===== src/rtl/matvec_pkg.sv =====
// rtl/matvec_pkg.sv - shared state encoding and helpers for the matrix-vector engine
package matvec_pkg;

    typedef logic [2:0] state_t;

    localparam state_t ST_IDLE  = 3'd0;
    localparam state_t ST_FETCH = 3'd1;
    localparam state_t ST_CALC  = 3'd2;
    localparam state_t ST_OUT   = 3'd3;
    localparam state_t ST_DONE  = 3'd4;

    // Bit offset of element k inside a packed memory word.
    function automatic int elem_lsb(input int k, input int w);
        return k * w;
    endfunction

    // The accumulator must hold a full product without truncation.
    function automatic bit acc_w_ok(input int acc_w, input int data_w);
        return acc_w >= 2 * data_w;
    endfunction

endpackage


===== src/rtl/matvec_if.sv =====
// rtl/matvec_if.sv - control, Avalon read master and result stream bundle
// master: engine side (drives busy/done, mem_address/mem_read, res_valid/res_row/res_data)
// slave : environment side (drives start/base_addr, mem_readdata/valid/waitrequest, res_ready)
interface matvec_if #(
    parameter int ROWS   = 8,
    parameter int COLS   = 8,
    parameter int DATA_W = 8,
    parameter int ACC_W  = 24,
    parameter int ADDR_W = 32
);
    localparam int RW = (ROWS > 1) ? $clog2(ROWS) : 1;

    logic                     start;
    logic [ADDR_W-1:0]        base_addr;
    logic                     busy;
    logic                     done;
    logic [ADDR_W-1:0]        mem_address;
    logic                     mem_read;
    logic [COLS*DATA_W-1:0]   mem_readdata;
    logic                     mem_readdatavalid;
    logic                     mem_waitrequest;
    logic                     res_valid;
    logic                     res_ready;
    logic [RW-1:0]            res_row;
    logic [ACC_W-1:0]         res_data;

    modport master (
        input  start, base_addr, mem_readdata, mem_readdatavalid, mem_waitrequest, res_ready,
        output busy, done, mem_address, mem_read, res_valid, res_row, res_data
    );

    modport slave (
        output start, base_addr, mem_readdata, mem_readdatavalid, mem_waitrequest, res_ready,
        input  busy, done, mem_address, mem_read, res_valid, res_row, res_data
    );
endinterface


===== src/rtl/matvec_mac.sv =====
// rtl/matvec_mac.sv - one multiply-accumulate lane
// clk, rst_n : clock, async active-low reset
// clr_i      : clear accumulator (wins over en_i)
// en_i       : accumulate a_i*b_i this cycle
// a_i, b_i   : elements, signed or unsigned per SIGNED
// acc_o      : running sum, wraps modulo 2^ACC_W
module matvec_mac #(
    parameter int DATA_W = 8,
    parameter int ACC_W  = 24,
    parameter int SIGNED = 0
) (
    input  logic              clk,
    input  logic              rst_n,
    input  logic              clr_i,
    input  logic              en_i,
    input  logic [DATA_W-1:0] a_i,
    input  logic [DATA_W-1:0] b_i,
    output logic [ACC_W-1:0]  acc_o
);
    logic              a_fill, b_fill;
    logic [ACC_W-1:0]  a_ext, b_ext;
    logic [ACC_W-1:0]  acc_q;

    // Extending operands to ACC_W before multiplying makes the low ACC_W bits
    // of the product correct for both signed and unsigned elements.
    always_comb begin
        a_fill = (SIGNED != 0) && a_i[DATA_W-1];
        b_fill = (SIGNED != 0) && b_i[DATA_W-1];
        a_ext  = {{(ACC_W-DATA_W){a_fill}}, a_i};
        b_ext  = {{(ACC_W-DATA_W){b_fill}}, b_i};
    end

    always_ff @(posedge clk or negedge rst_n) begin
        if (!rst_n) begin
            acc_q <= '0;
        end else if (clr_i) begin
            acc_q <= '0;
        end else if (en_i) begin
            acc_q <= acc_q + a_ext * b_ext;
        end
    end

    assign acc_o = acc_q;

endmodule


===== src/rtl/matvec_engine.sv =====
// rtl/matvec_engine.sv - fetch B and A over Avalon, multiply on ROWS MAC lanes, stream C
// clk, rst_n : clock, async active-low reset
// bus        : matvec_if.master - start/base_addr/busy/done, Avalon read master
//              (mem_address/mem_read/mem_readdata/mem_readdatavalid/mem_waitrequest),
//              result stream (res_valid/res_ready/res_row/res_data)
module matvec_engine
    import matvec_pkg::*;
#(
    parameter int ROWS   = 8,
    parameter int COLS   = 8,
    parameter int DATA_W = 8,
    parameter int ACC_W  = 24,
    parameter int ADDR_W = 32,
    parameter int SIGNED = 0
) (
    input  logic     clk,
    input  logic     rst_n,
    matvec_if.master bus
);
    localparam int RW  = (ROWS > 1) ? $clog2(ROWS) : 1;
    localparam int CLW = (COLS > 1) ? $clog2(COLS) : 1;
    localparam int CW  = $clog2(ROWS + 2);
    localparam int WW  = COLS * DATA_W;
    localparam logic [CW-1:0] NREQ = CW'(ROWS + 1);

    if (!acc_w_ok(ACC_W, DATA_W)) begin : g_bad_acc_w
        $error("matvec_engine: ACC_W must be >= 2*DATA_W");
    end

    state_t            state_q, state_d;
    logic [ADDR_W-1:0] addr_q, addr_d;
    logic [CW-1:0]     req_cnt_q, req_cnt_d;
    logic [CW-1:0]     rsp_cnt_q, rsp_cnt_d;
    logic [CLW-1:0]    col_q, col_d;
    logic [RW-1:0]     row_q, row_d;
    logic [WW-1:0]     b_q;
    logic [WW-1:0]     a_q [ROWS];
    logic [ACC_W-1:0]  acc [ROWS];
    logic [DATA_W-1:0] b_elem;
    logic [RW-1:0]     a_idx;
    logic              req_fire, rsp_fire, last_rsp, calc_en;

    assign bus.mem_read = (state_q == ST_FETCH) && (req_cnt_q < NREQ);
    assign req_fire     = bus.mem_read && !bus.mem_waitrequest;
    // Responses are only meaningful while fetching; stragglers from an aborted job are dropped.
    assign rsp_fire     = (state_q == ST_FETCH) && bus.mem_readdatavalid;
    assign last_rsp     = rsp_fire && (rsp_cnt_q == CW'(ROWS));
    assign calc_en      = (state_q == ST_CALC);
    assign a_idx        = RW'(rsp_cnt_q - CW'(1));

    always_comb begin
        state_d   = state_q;
        addr_d    = addr_q;
        req_cnt_d = req_cnt_q;
        rsp_cnt_d = rsp_cnt_q;
        col_d     = col_q;
        row_d     = row_q;
        case (state_q)
            ST_IDLE: begin
                if (bus.start) begin
                    addr_d    = bus.base_addr;
                    req_cnt_d = '0;
                    rsp_cnt_d = '0;
                    state_d   = ST_FETCH;
                end
            end
            ST_FETCH: begin
                // Requests and responses are counted independently; both may fire together.
                if (req_fire) begin
                    addr_d    = addr_q + ADDR_W'(1);
                    req_cnt_d = req_cnt_q + CW'(1);
                end
                if (rsp_fire) begin
                    rsp_cnt_d = rsp_cnt_q + CW'(1);
                end
                if (last_rsp) begin
                    col_d   = '0;
                    state_d = ST_CALC;
                end
            end
            ST_CALC: begin
                col_d = col_q + CLW'(1);
                if (col_q == CLW'(COLS - 1)) begin
                    row_d   = '0;
                    state_d = ST_OUT;
                end
            end
            ST_OUT: begin
                if (bus.res_ready) begin
                    if (row_q == RW'(ROWS - 1)) begin
                        state_d = ST_DONE;
                    end else begin
                        row_d = row_q + RW'(1);
                    end
                end
            end
            ST_DONE: begin
                row_d   = '0;
                state_d = ST_IDLE;
            end
            default: state_d = ST_IDLE;
        endcase
    end

    always_ff @(posedge clk or negedge rst_n) begin
        if (!rst_n) begin
            state_q   <= ST_IDLE;
            addr_q    <= '0;
            req_cnt_q <= '0;
            rsp_cnt_q <= '0;
            col_q     <= '0;
            row_q     <= '0;
        end else begin
            state_q   <= state_d;
            addr_q    <= addr_d;
            req_cnt_q <= req_cnt_d;
            rsp_cnt_q <= rsp_cnt_d;
            col_q     <= col_d;
            row_q     <= row_d;
        end
    end

    // First response is B, each following one is the next row of A.
    always_ff @(posedge clk or negedge rst_n) begin
        if (!rst_n) begin
            b_q <= '0;
            for (int r = 0; r < ROWS; r++) begin
                a_q[r] <= '0;
            end
        end else if (rsp_fire) begin
            if (rsp_cnt_q == '0) begin
                b_q <= bus.mem_readdata;
            end else begin
                a_q[a_idx] <= bus.mem_readdata;
            end
        end
    end

    always_comb begin
        b_elem = b_q[elem_lsb(int'(col_q), DATA_W) +: DATA_W];
    end

    for (genvar r = 0; r < ROWS; r++) begin : g_lane
        matvec_mac #(
            .DATA_W (DATA_W),
            .ACC_W  (ACC_W),
            .SIGNED (SIGNED)
        ) u_mac (
            .clk   (clk),
            .rst_n (rst_n),
            .clr_i (last_rsp),
            .en_i  (calc_en),
            .a_i   (a_q[r][elem_lsb(int'(col_q), DATA_W) +: DATA_W]),
            .b_i   (b_elem),
            .acc_o (acc[r])
        );
    end

    assign bus.busy        = (state_q != ST_IDLE);
    assign bus.done        = (state_q == ST_DONE);
    assign bus.mem_address = addr_q;
    assign bus.res_valid   = (state_q == ST_OUT);
    assign bus.res_row     = row_q;
    assign bus.res_data    = acc[row_q];

endmodule


===== src/flat_wrapper.sv =====
// flat-port wrapper written by rule: the top's interface ports become plain ports
module matvec_engine_flat import matvec_pkg::*;
#(
    parameter int ROWS   = 8,
    parameter int COLS   = 8,
    parameter int DATA_W = 8,
    parameter int ACC_W  = 24,
    parameter int ADDR_W = 32,
    parameter int SIGNED = 0
)
  (clk, rst_n, bus_start, bus_base_addr, bus_mem_readdata, bus_mem_readdatavalid, bus_mem_waitrequest, bus_res_ready, bus_busy, bus_done, bus_mem_address, bus_mem_read, bus_res_valid, bus_res_row, bus_res_data);
  matvec_if #(.ROWS(ROWS), .COLS(COLS), .DATA_W(DATA_W), .ACC_W(ACC_W), .ADDR_W(ADDR_W)) bus_i ();
  input  logic clk;
  input  logic rst_n;
  input wire logic [$bits(bus_i.start)-1:0] bus_start;
  input wire logic [$bits(bus_i.base_addr)-1:0] bus_base_addr;
  input wire logic [$bits(bus_i.mem_readdata)-1:0] bus_mem_readdata;
  input wire logic [$bits(bus_i.mem_readdatavalid)-1:0] bus_mem_readdatavalid;
  input wire logic [$bits(bus_i.mem_waitrequest)-1:0] bus_mem_waitrequest;
  input wire logic [$bits(bus_i.res_ready)-1:0] bus_res_ready;
  output wire logic [$bits(bus_i.busy)-1:0] bus_busy;
  output wire logic [$bits(bus_i.done)-1:0] bus_done;
  output wire logic [$bits(bus_i.mem_address)-1:0] bus_mem_address;
  output wire logic [$bits(bus_i.mem_read)-1:0] bus_mem_read;
  output wire logic [$bits(bus_i.res_valid)-1:0] bus_res_valid;
  output wire logic [$bits(bus_i.res_row)-1:0] bus_res_row;
  output wire logic [$bits(bus_i.res_data)-1:0] bus_res_data;
  assign bus_i.start = bus_start;
  assign bus_i.base_addr = bus_base_addr;
  assign bus_i.mem_readdata = bus_mem_readdata;
  assign bus_i.mem_readdatavalid = bus_mem_readdatavalid;
  assign bus_i.mem_waitrequest = bus_mem_waitrequest;
  assign bus_i.res_ready = bus_res_ready;
  assign bus_busy = bus_i.busy;
  assign bus_done = bus_i.done;
  assign bus_mem_address = bus_i.mem_address;
  assign bus_mem_read = bus_i.mem_read;
  assign bus_res_valid = bus_i.res_valid;
  assign bus_res_row = bus_i.res_row;
  assign bus_res_data = bus_i.res_data;
  matvec_engine #(.ROWS(ROWS), .COLS(COLS), .DATA_W(DATA_W), .ACC_W(ACC_W), .ADDR_W(ADDR_W), .SIGNED(SIGNED)) u_core (.clk(clk), .rst_n(rst_n), .bus(bus_i));
endmodule

===== config.mk =====
export PLATFORM = sky130hd
export DESIGN_NAME = matvec_engine_flat
export DESIGN_NICKNAME = d
export VERILOG_FILES = /design/src/rtl/matvec_pkg.sv /design/src/rtl/matvec_if.sv /design/src/rtl/matvec_mac.sv /design/src/rtl/matvec_engine.sv /design/src/flat_wrapper.sv
export SDC_FILE = /design/constraint.sdc
export NUM_CORES = 2
export LEC_CHECK = 0
export CAP_MARGIN = 20
export CORE_MARGIN = 8
export CORE_UTILIZATION = 59
export DETAILED_ROUTE_END_ITERATION = 10
export PLACE_DENSITY = 0.77
export SLEW_MARGIN = 20
export SYNTH_ARGS = -nofsm -noshare
export SYNTH_HDL_FRONTEND = slang
export SYNTH_SLANG_ARGS = --single-unit

===== constraint.sdc =====
create_clock -name clk -period 6.73 [get_ports clk]
set_input_delay 1.0095 -clock clk [delete_from_list [all_inputs] [get_ports clk]]
set_output_delay 1.0095 -clock clk [all_outputs]
set_load 0.05 [all_outputs]

## Word level (Yosys, flattened, before mapping)

Index checks and enable logic that the tools add are counted.

| storage, ports and cells | value |
|---|---|
| logic and storage cells | 138 |
| bits in writable memories | 0 |
| latch bits | 0 |
| register bits | 817 |
| memories kept | 0 |
| ROM bits | 0 |
| output and inout port bits | 63 |
| input port bits | 102 |

| operators by class | value |
|---|---|
| div/mod/pow operators | 0 |
| shift operators | 9 |
| bitwise gates (word level) | 3 |
| reductions and logical operators | 20 |
| muxes and demuxes | 42 |
| multiply operators | 8 |
| order comparisons | 4 |
| equality and inequality tests | 15 |
| add/subtract/negate cells | 14 |

Operators with widths:

| cell | count |
|---|---|
| 64-bit by 7-bit indexed part select with 8-bit output | 9 |
| 512-bit bitwise mux | 1 |
| 24-bit two-way mux | 18 |
| 24-bit by 16-bit adder with 24-bit output | 8 |
| 64-bit demux with 3-bit select | 1 |
| 8-bit by 8-bit multiplier with 16-bit output | 8 |
| 24-bit binary-select mux with 3-bit select | 1 |
| 32-bit two-way mux | 2 |
| 64-bit two-way mux | 1 |
| 32-bit case mux with 2 select lines | 1 |
| 32-bit by 1-bit adder with 32-bit output, second input constant | 1 |
| 3-bit two-way mux | 9 |
| 4-bit case mux with 2 select lines | 2 |
| 4-bit two-way mux | 3 |
| 3-bit case mux with 4 select lines | 1 |
| 2-bit != test, second input constant | 5 |
| 3-bit == test, second input constant | 3 |
| 3-bit case mux with 3 select lines | 1 |
| 4-bit by 1-bit adder with 4-bit output, second input constant | 2 |
| 4-bit >= comparator, second input constant | 2 |
| 3-bit NOT with 4-bit output | 2 |
| 3-bit by 1-bit adder with 3-bit output, second input constant | 2 |
| 3-bit by 2-bit == test with 1-bit output, second input constant | 2 |
| 2-bit by 1-bit != test with 1-bit output, second input constant | 3 |
| other kinds (17) | 27 |

## Longest topological paths before layout

| logic depth | value |
|---|---|
| depth after elaboration | 7 |
| depth in mapped cells | 24 |
| mapped depth without buffers | 21 |

## Hierarchy

From an unflattened synthesis, not the netlist that was laid out.

| second synthesis, totals | value |
|---|---|
| cell total of the unflattened synthesis | 5,467 |
| area total of the unflattened synthesis | 61,331.3 µm² |

By module, submodules not included:

| module | instances | cells an instance | area each (µm²) | sequential area each (µm²) |
|---|---|---|---|---|
| matvec_engine | 1 | 1,939 | 30,376.6 | 15,640.0 |
| matvec_mac at u_core.g_lane[4].u_mac ... | 3 | 440 | 3,873.7 | 600.6 |
| matvec_mac at u_core.g_lane[0].u_mac | 1 | 451 | 3,911.3 | 600.6 |
| matvec_mac at u_core.g_lane[3].u_mac | 1 | 444 | 3,883.7 | 600.6 |
| matvec_mac at u_core.g_lane[2].u_mac | 1 | 436 | 3,872.5 | 600.6 |
| matvec_mac at u_core.g_lane[7].u_mac | 1 | 446 | 3,841.2 | 600.6 |
| matvec_mac at u_core.g_lane[1].u_mac | 1 | 431 | 3,824.9 | 600.6 |

## Worst setup path before layout

OpenSTA, ideal clock, no wires.

| timing | value |
|---|---|
| kind | reg2reg |
| start point | reg u_core.col_q[0] |
| end point | reg u_core.g_lane[5].u_mac.acc_q[19] |
| data arrival time | 5.892 ns |
| setup slack | 0.772 ns |
| clock period less this slack | 5.958 ns |
| path buffers | 3 |
| data required time | 6.664 ns |
| setup time | 0.066 ns |
| stages on the path, launching flop included | 22 |
| cell sequence | dfrtp_1 buf_4 buf_2 buf_2 mux4_2 mux2i_1 or2_2 fa_1 inv_1 fa_1 fa_1 inv_1 fa_1 inv_1 ha_1 o21a_1 o31ai_1 a311o_1 o21ai_1 o2bb2ai_1 or4_1 nand2_1 |

| on the way | value |
|---|---|
| cells in the longest elaborated chain, start to end | 5 |
| elaborated cells between the ends (all ways) | 6 |
| classes of those cells | add/sub: 1; mul: 1; shift: 2; mux: 2 |

RTL lines:

| element | line | RTL |
|---|---|---|
| start: declaration | matvec_engine.sv:34 | `logic [CLW-1:0] col_q, col_d;` |
| start signal: assignment | matvec_engine.sv:118 | `col_q <= col_d;` |
| 64-bit by 7-bit indexed part select with 8-bit output (on tied branches) | matvec_engine.sv:153, matvec_engine.sv:140 |  |
| 8-bit by 8-bit multiplier with 16-bit output * | matvec_mac.sv:39 | `acc_q <= acc_q + a_ext * b_ext;` |
| 24-bit by 16-bit adder with 24-bit output * | matvec_mac.sv:39 |  |
| 24-bit two-way mux * | matvec_mac.sv:38 | `end else if (en_i) begin` |
| 24-bit two-way mux * | matvec_mac.sv:36 | `end else if (clr_i) begin` |
| end signal: assignment | matvec_mac.sv:39 |  |
| end: declaration | matvec_mac.sv:22 | `logic [ACC_W-1:0] acc_q;` |

Every way passes the cells marked *; elsewhere a longest branch is shown, timed or not. The select of a mux whose other input is x is not followed.
A chain may end at the register's enable or synchronous reset.

## Worst setup path in the final report

| timing | value |
|---|---|
| start point | reg u_core.col_q[1] |
| end point | reg u_core.g_lane[5].u_mac.acc_q[19] |

The elaborated chain is that of the path after synthesis.

==> flow_summary.json <==
{
  "outcome": "finished, final reports clean",
  "tritoncts": "yes",
  "core_area_um2": 98130,
  "seq_area_frac_synth": 0.3509,
  "ys_types": 76,
  "cpPeakStageDelay_ps": 740,
  "fin_setup_tns_ps": 0,
  "drv_slew": 0,
  "dr.pass1.iters": 7,
  "drive_gt1_frac": 0.2158,
  "finalHoldViolations": 0,
  "synth-edff-count": 0,
  "timing.final.crit_share": 0.9606,
  "worstSkewPairLatency_ps": 690,
  "grt_use_total": 0.2953,
  "drv_cap": 0,
  "grt_pass1_wl_mm": 249.4,
  "gp_congestion": 0.9137,
  "hp-class": "input port to async pin",
  "cts.repair.resized": 0,
  "vias": 40877,
  "avgRoutedWirePerCell_um": 23.45,
  "cts_sinks": 817,
  "row_count": 115,
  "max_freq_mhz": 154.7,
  "place_hpwl_mm": 112.7,
  "slew_headroom": 0.2782,
  "grt_pass1_vias": 43351,
  "ys.flop_type": "dfrtp_1",
  "dp_cells": 6584,
  "cts_htree_levels": 3,
  "clock-root-buffer": "clkbuf_16",
  "fin_skew_ps": 45.40,
  "postLayoutCoreUtil": 0.6619,
  "rsz0062_at_grt": "false",
  "initial_core_util": 0.5937,
  "final_cell_mix": "inv_1 (820), dfrtp_1 (812), mux2_2 (607)",
  "required_ps": 7330,
  "final_cells": 6748,
  "worst-path-max-fanout": 64,
  "route.detailed.drc": 0,
  "die_h_um": 330.2,
  "clk_path_buf_depth": 3,
  "final_common_cell": "inv_1",
  "syn-num-nets": 6062,
  "cp_common_cell": "fa_1",
  "max_slew.worst_pin.slew_ps": 1083,
  "synthesis.area_um2": 58260,
  "hold_buffers": 0,
  "cp.arrival_ps": 7070,
  "overflow": 0,
  "fin_crit_ps": 6465,
  "yosysWarnings": 0,
  "numCtsBuffers": 90,
  "worstSetupStartpointType": "flop",
  "endpoint_kind": "flop",
  "antenna_left": 0,
  "synth-seq-cells": 817,
  "boundaryPins": 165,
  "finalNetCount": 6229,
  "syn-mean-instance-area_um2": 11.16,
  "fill_cells": 7336,
  "dieArea_um2": 109100,
  "crit_chain": "buf_12, mux4_2, mux2i_4, buf_12, or2_2, fa_1, fa_1, inv_1, fa_1, inv_1, fa_1, inv_1, ha_1, o21a_1, o31ai_1, a311o_1, o21ai_1, o2bb2ai_1, or4_1, nand2_1",
  "port_buffers": 164,
  "setup_viol": 0,
  "wl_mm": 158.3,
  "die_width_um": 330.2,
  "syn_inst": 5222,
  "path_clk_slew_ps": 60,
  "grt_max_degree": 175,
  "critPathKind": "flop to flop",
  "syn2layout_area_growth_pct": 11.49,
  "post_drt_via_cell_ratio": 6.058,
  "postCtsSetupBuffers": 0,
  "async_reset_ff_frac": 1.000,
  "drt-initial-drc-count": 3024,
  "crit_slowest_cell": "dfrtp_4",
  "grt_antenna_before_repair": 7
}
-- per-layer routing --
metal  global-route usage  vias up  routed length [um]
met5                    0        -                  35
met4               0.1405        6                8391
met3              0.05941      394               11940
met2               0.4742     1574               74220
met1               0.3862    20982               63690
li1                     -    17921                   -
-- final cells by class --
| class | instances | area (um2) | area share |
|---|---|---|---|
| multi-input combinational | 3361 | 33890 | 0.5218 |
| sequential | 817 | 20460 | 0.3150 |
| inverter | 821 | 3082 | 0.04745 |
| timing repair buffer | 298 | 2882 | 0.04437 |
| clock buffer | 128 | 2615 | 0.04026 |
| tap | 1287 | 1610 | 0.02479 |
| clock inverter | 33 | 401.6 | 0.006184 |
| antenna | 3 | 7.507 | 0.0001156 |
-- path summary, 6_finish.rpt --
| check | slack (ps) | to | depth (start not counted) | from |
|---|---|---|---|---|
| worst min register to register | 480 | u_core.a_q[180]$_DFFE_PN0P_ | 1 | u_core.a_q[180]$_DFFE_PN0P_ |
| max in group asynchronous | 4620 | u_core.col_q[0]$_DFFE_PN0P_ | 2 | rst_n |
| min in group clk | 480 | u_core.a_q[180]$_DFFE_PN0P_ | 1 | u_core.a_q[180]$_DFFE_PN0P_ |
| worst min-delay path | 410 | u_core.g_lane[6].u_mac.acc_o[17]$_DFFE_PN0P_ | 1 | rst_n |
| worst max register to register | 270 | u_core.g_lane[5].u_mac.acc_o[19]$_DFFE_PN0P_ | 20 | u_core.col_q[1]$_DFFE_PN0P_ |
| worst max-delay path | 270 | u_core.g_lane[5].u_mac.acc_o[19]$_DFFE_PN0P_ | 20 | u_core.col_q[1]$_DFFE_PN0P_ |
-- registers in the layout, indices dropped and copies added, names as in the netlist --
| name | flops |
|---|---|
| u_core.bus.mem_address | 32 |
| u_core.bus.res_row | 3 |
| u_core.b_q | 64 |
| u_core.req_cnt_q | 4 |
| u_core.g_lane.u_mac.acc_o | 192 |
| u_core.rsp_cnt_q | 4 |
| u_core.col_q | 3 |
| u_core.state_q | 3 |
| u_core.a_q | 512 |
-- through the flow --
stage / hold WS, ps / cell area [um2] / setup WS [ps]
floorplan: 452.4 / 58260 / 772.0
global placement: 462.3 / 61900 / 333.8
detailed placement: 471.5 / 61900 / 278.9
CTS: 444.1 / 64910 / 221.0
global route: 490.0 / 64940 / 17.35
finish: 409.6 / 64950 / 265.4
-- cell usage after synthesis (63+ instances only) --
library cell | number | area (um2)
o21ai_0 | 176 | 880.8
fa_1 | 400 | 8008
mux2_2 | 609 | 6858
xor2_1 | 71 | 621.9
buf_2 | 63 | 315.3
inv_1 | 820 | 3078
clkbuf_1 | 114 | 427.9
ha_1 | 338 | 4229
mux4_2 | 192 | 4324
nand2_1 | 317 | 1190
a21oi_1 | 146 | 730.7
mux2i_1 | 76 | 760.7
nor2_1 | 382 | 1434
dfrtp_1 | 817 | 20440
-- worst max-delay path, delay by kind of cell (launching register included) --
kind | cells | cell delay [ps]
buffers and inverters | 5 | 790
DFF | 1 | 740
muxes | 2 | 620
adders and majority gates | 5 | 2220
AOI/OAI and AO/OA | 5 | 1190
and+or+nand+nor | 3 | 770
-- cells by family after synthesis --
group                      share of synthesized area
buffers and inverters                        0.07029
and+or+nand+nor                              0.07828
muxes                                         0.2087
DFF                                           0.3509
adders and majority gates                     0.2100
AOI/OAI and AO/OA                            0.06417
xor gates and xnor gates                     0.01759
Power is left out: the tool's default activity adds up to more than one toggle a clock period on the data nets, which glitch-free logic cannot reach.
